--- src/rtl/fpgaminer_pkg.sv ---
// fpgaminer_pkg -- shared constants and types for the nonce reporting path.
//   NONCE_WIDTH : width of a golden nonce
//   EMPTY_NONCE : value returned to the host when no nonce is available
//   nonce_t     : nonce word type used by the queue and the comm blocks
package fpgaminer_pkg;

   localparam int NONCE_WIDTH = 32;
   localparam logic [NONCE_WIDTH-1:0] EMPTY_NONCE = 32'hFFFF_FFFF;

   typedef logic [NONCE_WIDTH-1:0] nonce_t;

endpackage

--- src/rtl/nonce_queue_ram.sv ---
// nonce_queue_ram -- simple dual-port storage for the nonce queue.
//   hash_clk : clock
//   wr_en    : write wr_data at wr_addr
//   rd_en    : load rd_data from rd_addr (registered read, 1-cycle latency)
//   rd_data  : holds its value while rd_en is low
// A read and a write to the same address in one cycle return the old word,
// which the full-queue simultaneous push/pop case relies on.
module nonce_queue_ram
   import fpgaminer_pkg::*;
#(
   parameter int DEPTH = 8,
   parameter int AW    = $clog2(DEPTH)
) (
   input  logic          hash_clk,
   input  logic          wr_en,
   input  logic [AW-1:0] wr_addr,
   input  nonce_t        wr_data,
   input  logic          rd_en,
   input  logic [AW-1:0] rd_addr,
   output nonce_t        rd_data
);

   nonce_t mem [DEPTH];

   always_ff @(posedge hash_clk) begin
      if (wr_en) mem[wr_addr] <= wr_data;
      if (rd_en) rd_data <= mem[rd_addr];
   end

endmodule

--- src/rtl/nonce_report_queue.sv ---
// nonce_report_queue -- FIFO of golden nonces awaiting collection by the host.
//   hash_clk, reset      : clock, synchronous active-high reset
//   rx_new_nonce         : pulse, rx_golden_nonce valid this cycle
//   rx_golden_nonce      : nonce to enqueue
//   flush                : drop all entries (new work arrived)
//   rd_en                : host read request
//   rd_data, rd_valid    : read result one cycle after rd_en; EMPTY_NONCE
//                          when nothing was available
//   count, empty, full   : registered occupancy
//   overflow_count       : saturating count of nonces dropped while full
module nonce_report_queue
   import fpgaminer_pkg::*;
#(
   parameter int DEPTH     = 8,
   parameter int OVF_WIDTH = 16
) (
   input  logic                     hash_clk,
   input  logic                     reset,
   input  logic                     rx_new_nonce,
   input  logic [NONCE_WIDTH-1:0]   rx_golden_nonce,
   input  logic                     flush,
   input  logic                     rd_en,
   output logic [NONCE_WIDTH-1:0]   rd_data,
   output logic                     rd_valid,
   output logic [$clog2(DEPTH):0]   count,
   output logic                     empty,
   output logic                     full,
   output logic [OVF_WIDTH-1:0]     overflow_count
);

   localparam int AW = $clog2(DEPTH);
   localparam int CW = AW + 1;

   logic [AW-1:0] head, tail;
   logic [CW-1:0] count_nxt;
   logic          do_pop, do_push, do_drop;
   logic          empty_sel;  // last read found nothing: present EMPTY_NONCE
   nonce_t        ram_q;

   // flush wins over both a pop and a push in the same cycle.
   assign do_pop  = rd_en && !empty && !flush;
   // A pop frees the slot the push needs, so a full queue still accepts.
   assign do_push = rx_new_nonce && !flush && (!full || do_pop);
   assign do_drop = rx_new_nonce && !flush && full && !do_pop;

   always_comb begin
      count_nxt = count;
      if (flush)
         count_nxt = '0;
      else if (do_push && !do_pop)
         count_nxt = count + CW'(1);
      else if (do_pop && !do_push)
         count_nxt = count - CW'(1);
   end

   always_ff @(posedge hash_clk) begin
      if (reset) begin
         head           <= '0;
         tail           <= '0;
         count          <= '0;
         empty          <= 1'b1;
         full           <= 1'b0;
         overflow_count <= '0;
         rd_valid       <= 1'b0;
         empty_sel      <= 1'b1;
      end else begin
         rd_valid <= rd_en;
         // Only updated on a read so rd_data holds between reads.
         if (rd_en) empty_sel <= !do_pop;
         count <= count_nxt;
         empty <= (count_nxt == '0);
         full  <= (count_nxt == CW'(DEPTH));
         if (flush) begin
            head <= tail;
         end else begin
            if (do_pop)  head <= head + AW'(1);
            if (do_push) tail <= tail + AW'(1);
         end
         if (do_drop && !(&overflow_count))
            overflow_count <= overflow_count + OVF_WIDTH'(1);
      end
   end

   nonce_queue_ram #(.DEPTH(DEPTH), .AW(AW)) u_ram (
      .hash_clk (hash_clk),
      .wr_en    (do_push),
      .wr_addr  (tail),
      .wr_data  (rx_golden_nonce),
      .rd_en    (do_pop),
      .rd_addr  (head),
      .rd_data  (ram_q)
   );

   assign rd_data = empty_sel ? EMPTY_NONCE : ram_q;

endmodule
--- config.mk ---
export PLATFORM = sky130hd
export DESIGN_NAME = nonce_report_queue
export DESIGN_NICKNAME = d
export VERILOG_FILES = /design/src/rtl/fpgaminer_pkg.sv /design/src/rtl/nonce_queue_ram.sv /design/src/rtl/nonce_report_queue.sv
export SDC_FILE = /design/constraint.sdc
export NUM_CORES = 1
export LEC_CHECK = 0
export CORE_MARGIN = 4
export CORE_UTILIZATION = 25
export CTS_CLUSTER_DIAMETER = 80
export DETAILED_ROUTE_END_ITERATION = 12
export PLACE_DENSITY_LB_ADDON = 0.08
export SETUP_SLACK_MARGIN = 0.15
export SLEW_MARGIN = 30
export SYNTH_ARGS = -nofsm -noshare
export SYNTH_HDL_FRONTEND = slang
export SYNTH_SLANG_ARGS = --single-unit
export TNS_END_PERCENT = 30
--- constraint.sdc ---
create_clock -name hash_clk -period 3.8 [get_ports hash_clk]
set_input_delay 0.38 -clock hash_clk [delete_from_list [all_inputs] [get_ports hash_clk]]
set_output_delay 0.38 -clock hash_clk [all_outputs]
set_load 0.01 [all_outputs]
==> results.rst, run 1 <==
.. list-table::
   :header-rows: 1

   * - Metric
     - Value
   * - Crit path launch type
     - primary input
   * - Die Height
     - 230 um
   * - First-pass DRT Iterations
     - 4
   * - Layout overhead on the synthesized area
     - 25.4%
   * - Placeable core region
     - around 0.05 mm2
   * - Detailed router's first-iteration violation count
     - between 300 and 400
   * - # Post-CTS Setup Buffers
     - 0
   * - Number of global-route vias before repair
     - around 6.7k
   * - Required time of the worst setup path
     - around 4000 ps
   * - Detail Route Antenna Nets
     - 0
   * - Antenna violations before repair
     - 0
   * - TritonCTS clock tree
     - done
   * - Overall power consumption
     - 7.66 mW
   * - WL/cell
     - 20.0 um
   * - Placement Rows
     - a little over 80
   * - Most common library cell in the layout ignoring fill and taps
     - sky130_fd_sc_hd__edfxtp_1
   * - # fillers
     - ~4.8k
   * - Post-detailed-routing wire length
     - around 29000 um
   * - Max_slew headroom
     - 56.3%
   * - Total gr overflow
     - 0
   * - Post-route design area
     - around 0.015 mm2
   * - Worst-Margin Slew
     - ~660 ps
   * - Routability Congestion
     - 0.748
   * - Global routing usage summed across all routing layers
     - a little over a tenth
   * - Register area share after synthesis
     - between 70% and 80%
   * - Flop and latch count out of synthesis
     - about 320
   * - Max rail drop VDD
     - approximately 0.25 mV
   * - Starting Density
     - 25.3%
   * - Synthesized netlist net count
     - around 670
   * - Leakage
     - 4.68 nW
   * - Vias per Instance
     - between 4 and 5
   * - Final clock skew
     - between 20 and 25 ps
   * - Count of pins over their slew limit
     - 0
   * - Post-synthesis cell area
     - ~0.012 mm2
   * - Worst-case clock buffer depth
     - 3
   * - Clk Latency, worst-skew pair
     - 540 ps
   * - Wire length of the first global-routing pass
     - 43600 um
   * - Share of the clock period used by the worst path after layout
     - ~71%
   * - Final HPWL DP
     - 17400 um
   * - Status
     - finished, final reports clean
   * - Max FO, Critical Path
     - 23
   * - Pin count of the biggest net entering global routing
     - 40
   * - Kind of end point of the critical path
     - flop
   * - Layout cells sized above 1
     - approximately 29%
   * - Post-Syn Instances
     - 624
   * - Final Hold Viols
     - 0
   * - Number of diodes
     - 0
   * - Minimum clock period
     - ~2700 ps
   * - Number of nets in the layout
     - between 700 and 800
   * - DR vias
     - between 6k and 7k
   * - Detailed-route DRC error count
     - 0
   * - Highest Clock Rate
     - approximately 370 MHz
   * - Placed Instance Area
     - roughly 0.014 mm2
   * - Buffer type at the clock tree root
     - sky130_fd_sc_hd__clkbuf_16
   * - Most frequent cells in the layout
     - 288 x sky130_fd_sc_hd__edfxtp_1, 91 x sky130_fd_sc_hd__clkdlybuf4s50_1, 64 x sky130_fd_sc_hd__mux4_2, 39 x sky130_fd_sc_hd__clkbuf_16, 33 x sky130_fd_sc_hd__or2_2
   * - Hold buffer count at cts
     - 0
   * - WP data arrival
     - roughly 2900 ps
   * - CTS H-tree lvls
     - 2
   * - Number of port buffers
     - ~90
   * - Die Wd
     - ~230 um
   * - Num Clock Sinks
     - about 320
   * - Die footprint
     - about 0.053 mm2
   * - Ports placed on the boundary
     - just over 90
   * - Number of warning messages in the yosys log
     - 0
   * - Type of the worst min-delay path
     - reg -> reg
   * - Yosys cell types
     - 48
   * - Average footprint of a synthesized cell
     - 19.8 um2
   * - Unrepaired setup endpoints after global routing
     - false
   * - Number of max-capacitance violations reported
     - 0
   * - Category of the most critical setup path
     - in -> reg
   * - Number of buffers inserted during clock tree synthesis
     - 38
   * - Power density relative to cell area
     - between 400 and 500 mW/mm2
   * - Count of endpoints failing setup in the final report
     - 0
   * - PostCTS Resize Cnt
     - 0
   * - Clock transition at the registers of the reported paths
     - around 60 ps
-- through the flow --
stage | std cells | worst slack, ps | hold slack (ps) | utilization, % | TNS [ps]
detailed placement | 1372 | 532 | 529 | 29.2 | 0
finish | 1440 | 1090 | 534 | 31.7 | 0
global placement | 1371 | 618 | 514 | 29.2 | 0
global route | 1440 | 954 | 570 | 31.7 | 0
CTS | 1440 | 1080 | 523 | 31.7 | 0
floorplan | 624 | -21.9 | 479 | - | -700
-- worst max-delay path: stages --
cell and delay [ps]:
sky130_fd_sc_hd__clkdlybuf4s50_1 530, sky130_fd_sc_hd__nor2b_2 340, sky130_fd_sc_hd__a21boi_1 540, sky130_fd_sc_hd__nand2b_1 400
sky130_fd_sc_hd__nor2_4 450, sky130_fd_sc_hd__buf_12 270
-- flip-flops by register name, summed over array words and instances, names as in the netlist --
signal	flops
full	1
empty	1
overflow_count	16
u_ram.rd_data	32
tail	3
rd_valid	1
empty_sel	1
u_ram.mem	256
head	3
count	4
-- path summary, 6_finish.rpt --
kind | from | endpoint | slack (ps) | depth (start not counted)
max | rx_new_nonce | u_ram.mem[4][14]$_DFFE_PP_ | 1090 | 6
min | count[3]$_SDFF_PP0_ | count[3]$_SDFF_PP0_ | 530 | 2
max reg2reg | empty$_SDFF_PP1_ | u_ram.mem[4][14]$_DFFE_PP_ | 1390 | 5
min reg2reg | count[3]$_SDFF_PP0_ | count[3]$_SDFF_PP0_ | 530 | 2
-- power by group --
group	internal, mW	switching [mW]
Sequential	3.85	0.0252
Combinational	0.140	0.141
Clock	2.12	1.38
-- cells in the mapped netlist, drive strengths merged --
master   count  area (um2)
a2111oi      1        15.0
a211o        1        8.76
a211oi       8        60.1
a21boi       1        7.51
a21oi        4        23.8
a2bb2oi      2        17.5
a311oi       1        8.76
a32o         1        10.0
a32oi        1        8.76
a41oi        1        8.76
and2         2        12.5
and4         2        17.5
buf         11        62.6
clkbuf      17        63.8
dfxtp       30         601
edfxtp     288        8650
ha           5        62.6
inv          6        22.5
mux2        32         360
mux2i        4        40.0
mux4        64        1440
nand2       15        56.3
nand2b       6        37.5
nand3        8        45.0
nand3b       1        7.51
nand4        4        46.3
nor2        37         139
nor2b        3        21.3
nor3         6        30.0
nor4         4        31.3
nor4b        2        38.8
o21ai        1        5.00
o21ba        1        10.0
o21bai       1        7.51
or2         33         206
or3          2        12.5
xnor2       15         131
xor2         3        26.3
-- cell type report --
| cell class | instances | area, um2 | share of cell area (%) |
|---|---|---|---|
| Multi-Input combinational cell | 272 | 3020 | 19.5 |
| Inverter | 6 | 22.5 | 0.145 |
| Timing Repair Buffer | 112 | 1140 | 7.38 |
| Sequential cell | 318 | 9260 | 59.8 |
| Clock buffer | 50 | 1040 | 6.70 |
| Tap cell | 664 | 831 | 5.36 |
| Clock inverter | 18 | 170 | 1.10 |
-- per-layer routing --
layer	part of all wire, %	global-route usage (%)	vias up
met5	0	0	-
met4	2.2	3.61	0
met3	3.6	2.19	43
met2	50	18.5	121
met1	44	14.2	3192
li1	-	-	2747
-- logic make-up after synthesis --
kind of cell	count (synthesis)	synth area share, %
compound gates	24	1.55
xor+xnor	18	1.28
mux	100	14.9
fa+ha+maj	5	0.506
flops	318	74.9
buf+inv	34	1.21
simple gates	125	5.68
(Power assumes the default switching activity.)
==> inputs of run 2 (changes only) <==
- clock period: 3.8 -> 2.2 ns (I/O delays scaled with it)
==> run 2 against run 1 <==
  * Via count rose by 2.6%
  * Wire length grew 2.6%
  * Die area unchanged
  * Critical path type is now reg -> out
  * Largest power group unchanged
==> results.rst, run 2 (same netlist as run 1, synthesis figures left out) <==
.. list-table::
   :header-rows: 1

   * - Metric
     - Value
   * - Status
     - finished, final reports clean
   * - Count of pins over their slew limit
     - 0
   * - Pin count of the biggest net entering global routing
     - 40
   * - CTS H-tree lvls
     - 2
   * - Global routing usage summed across all routing layers
     - 11.2%
   * - Count of endpoints failing setup in the final report
     - 0
   * - Hold WS
     - between 400 and 500 ps
   * - Hold buffer count at cts
     - 0
   * - Number of diodes
     - 0
   * - Die Height
     - roughly 230 um
   * - Clock transition at the registers of the reported paths
     - around 60 ps
   * - Crit path launch type
     - flop
   * - DR vias
     - around 6.3k
   * - Detailed-route DRC error count
     - 0
   * - WP data arrival
     - roughly 1900 ps
   * - Max FO, Critical Path
     - 17
   * - CP startpoint
     - empty_sel$_SDFFE_PP1P_
   * - Wire length of the first global-routing pass
     - 44100 um
   * - Detailed router's first-iteration violation count
     - 428
   * - Number of max-capacitance violations reported
     - 0
   * - Max rail drop VDD
     - between 0.4 and 0.5 mV
   * - Final Hold Viols
     - 0
   * - Number of buffers inserted during clock tree synthesis
     - 37
   * - Placeable core region
     - 0.0488 mm2
   * - Ports placed on the boundary
     - 92
   * - Power density relative to cell area
     - between 800 and 900 mW/mm2
   * - Most frequent cells in the layout
     - 288 x sky130_fd_sc_hd__edfxtp_1, 76 x sky130_fd_sc_hd__clkdlybuf4s50_1, 64 x sky130_fd_sc_hd__mux4_2, 39 x sky130_fd_sc_hd__clkbuf_16, 33 x sky130_fd_sc_hd__or2_2
   * - Vias per Instance
     - 4.29
   * - Worst-case clock buffer depth
     - 3
   * - Number of port buffers
     - slightly above 90
   * - Unrepaired setup endpoints after global routing
     - true
   * - Number of nets in the layout
     - approximately 800
   * - Routability Congestion
     - about 0.74
   * - Layout cells sized above 1
     - a little under a third
   * - Leakage
     - slightly below 5 nW
   * - Flip-flop count of the largest register after layout
     - roughly 260
   * - Antenna violations before repair
     - 0
   * - Required time of the worst setup path
     - approximately 2000 ps
   * - # fillers
     - 4748
   * - Final clock skew
     - ~7 ps
   * - Minimum clock period
     - 2070 ps
   * - Worst hold path startpoint
     - rx_golden_nonce[20]
   * - Buffer type at the clock tree root
     - sky130_fd_sc_hd__clkbuf_16
   * - Most common library cell in the layout ignoring fill and taps
     - sky130_fd_sc_hd__edfxtp_1
   * - # Post-CTS Setup Buffers
     - 0
   * - Clk Latency, worst-skew pair
     - between 500 and 600 ps
   * - Fin Setup TNS
     - 0 ps
   * - Registers with the most flip-flops
     - u_ram.mem: 256 flops, u_ram.rd_data: 32 flops, overflow_count: 16 flops
   * - Placement Rows
     - 81
   * - First-pass DRT Iterations
     - 5
   * - Detail Route Antenna Nets
     - 0
   * - Kind of end point of the critical path
     - output pin
   * - Max_slew headroom
     - a little over two thirds
   * - Starting Density
     - between 20% and 30%
   * - Highest Clock Rate
     - slightly below 500 MHz
   * - Final HPWL DP
     - 19000 um
   * - Largest Register
     - u_ram.mem
   * - Startpoint of the worst-slack reg-to-reg timing path
     - head[0]$_SDFFE_PP0P_
   * - Post-detailed-routing wire length
     - ~30000 um
   * - Post-route design area
     - 0.0158 mm2
   * - Share of the clock period used by the worst path after layout
     - between 90% and 100%
   * - Type of the worst min-delay path
     - in -> reg
   * - Die Wd
     - 230 um
   * - TritonCTS clock tree
     - done
   * - Layout overhead on the synthesized area
     - 28.0%
   * - Placed Instance Area
     - between 0.01 and 0.015 mm2
   * - Worst-Margin Slew
     - roughly 460 ps
   * - Total gr overflow
     - 0
   * - Category of the most critical setup path
     - reg -> out
   * - WL/cell
     - 20.2 um
   * - Die footprint
     - ~0.053 mm2
   * - Number of global-route vias before repair
     - between 6k and 7k
   * - Num Clock Sinks
     - approximately 320
run 2: changes by cell type in the layout (fill, tap and decap cells not counted), sizes merged:
cell           before  now
dlymetal6s2s        0    6
clkbuf             50   48
clkdlybuf4s50      91   76
dlygate4sd2         0    9
clkinv             10   13
bufinv              3    2
clkinvlp            4    0
buf                21   43
run 2: cell type report:
type                    count  area, um2  area share [%]
well taps                 664        831            5.25
flip-flops and latches    318       9260            58.6
inverters                   6       22.5           0.142
clock inverters            16        126           0.799
multi-input cells         272       3060            19.4
clock buffers              48       1010            6.39
repair buffers            134       1500            9.49
run 2: metal layers:
metal  wire [um]  GRT usage (%)  up-vias
met1       13600           15.6     3292
met2       13700           17.3      130
met5           0              0        -
met3        1510           2.34       50
met4         694           3.76        0
li1            -              -     2787
run 2: worst paths after layout:
check | slack (ps) | end | depth (start not counted)
max | 130 | rd_data[19] | 3
min | 450 | u_ram.mem[2][20]$_DFFE_PP_ | 1
max reg2reg | 310 | u_ram.rd_data[18]$_DFFE_PP_ | 3
min reg2reg | 520 | count[3]$_SDFF_PP0_ | 2
run 2: timing repair:
action / CTS / global route
setup endpoints to repair: 32 / 23
resized for setup: 9 / 6
hold endpoints to repair: 0 / 0
run 2: power breakdown:
part	total, mW	switching [mW]	internal (mW)
registers	6.68	0.0255	6.66
logic	0.558	0.283	0.275
clock network	5.80	2.34	3.46
run 2: through the flow:
stage	utilization, %	power (mW)	instances	setup slack, ps
final	32.4	13.0	1458	131
after global routing	32.4	13.6	1458	52.8
after CTS	32.3	13.3	1458	55.7
after detailed placement	30.0	7.38	1394	-2.05
after global placement	30.0	7.38	1394	4.53
after floorplan	-	7.08	624	-227
run 2: critical path: stages, from the launching register on:
cell	delay, ps
sky130_fd_sc_hd__dfxtp_2	310
sky130_fd_sc_hd__buf_4	190
sky130_fd_sc_hd__or2_2	310
sky130_fd_sc_hd__clkdlybuf4s50_1	490
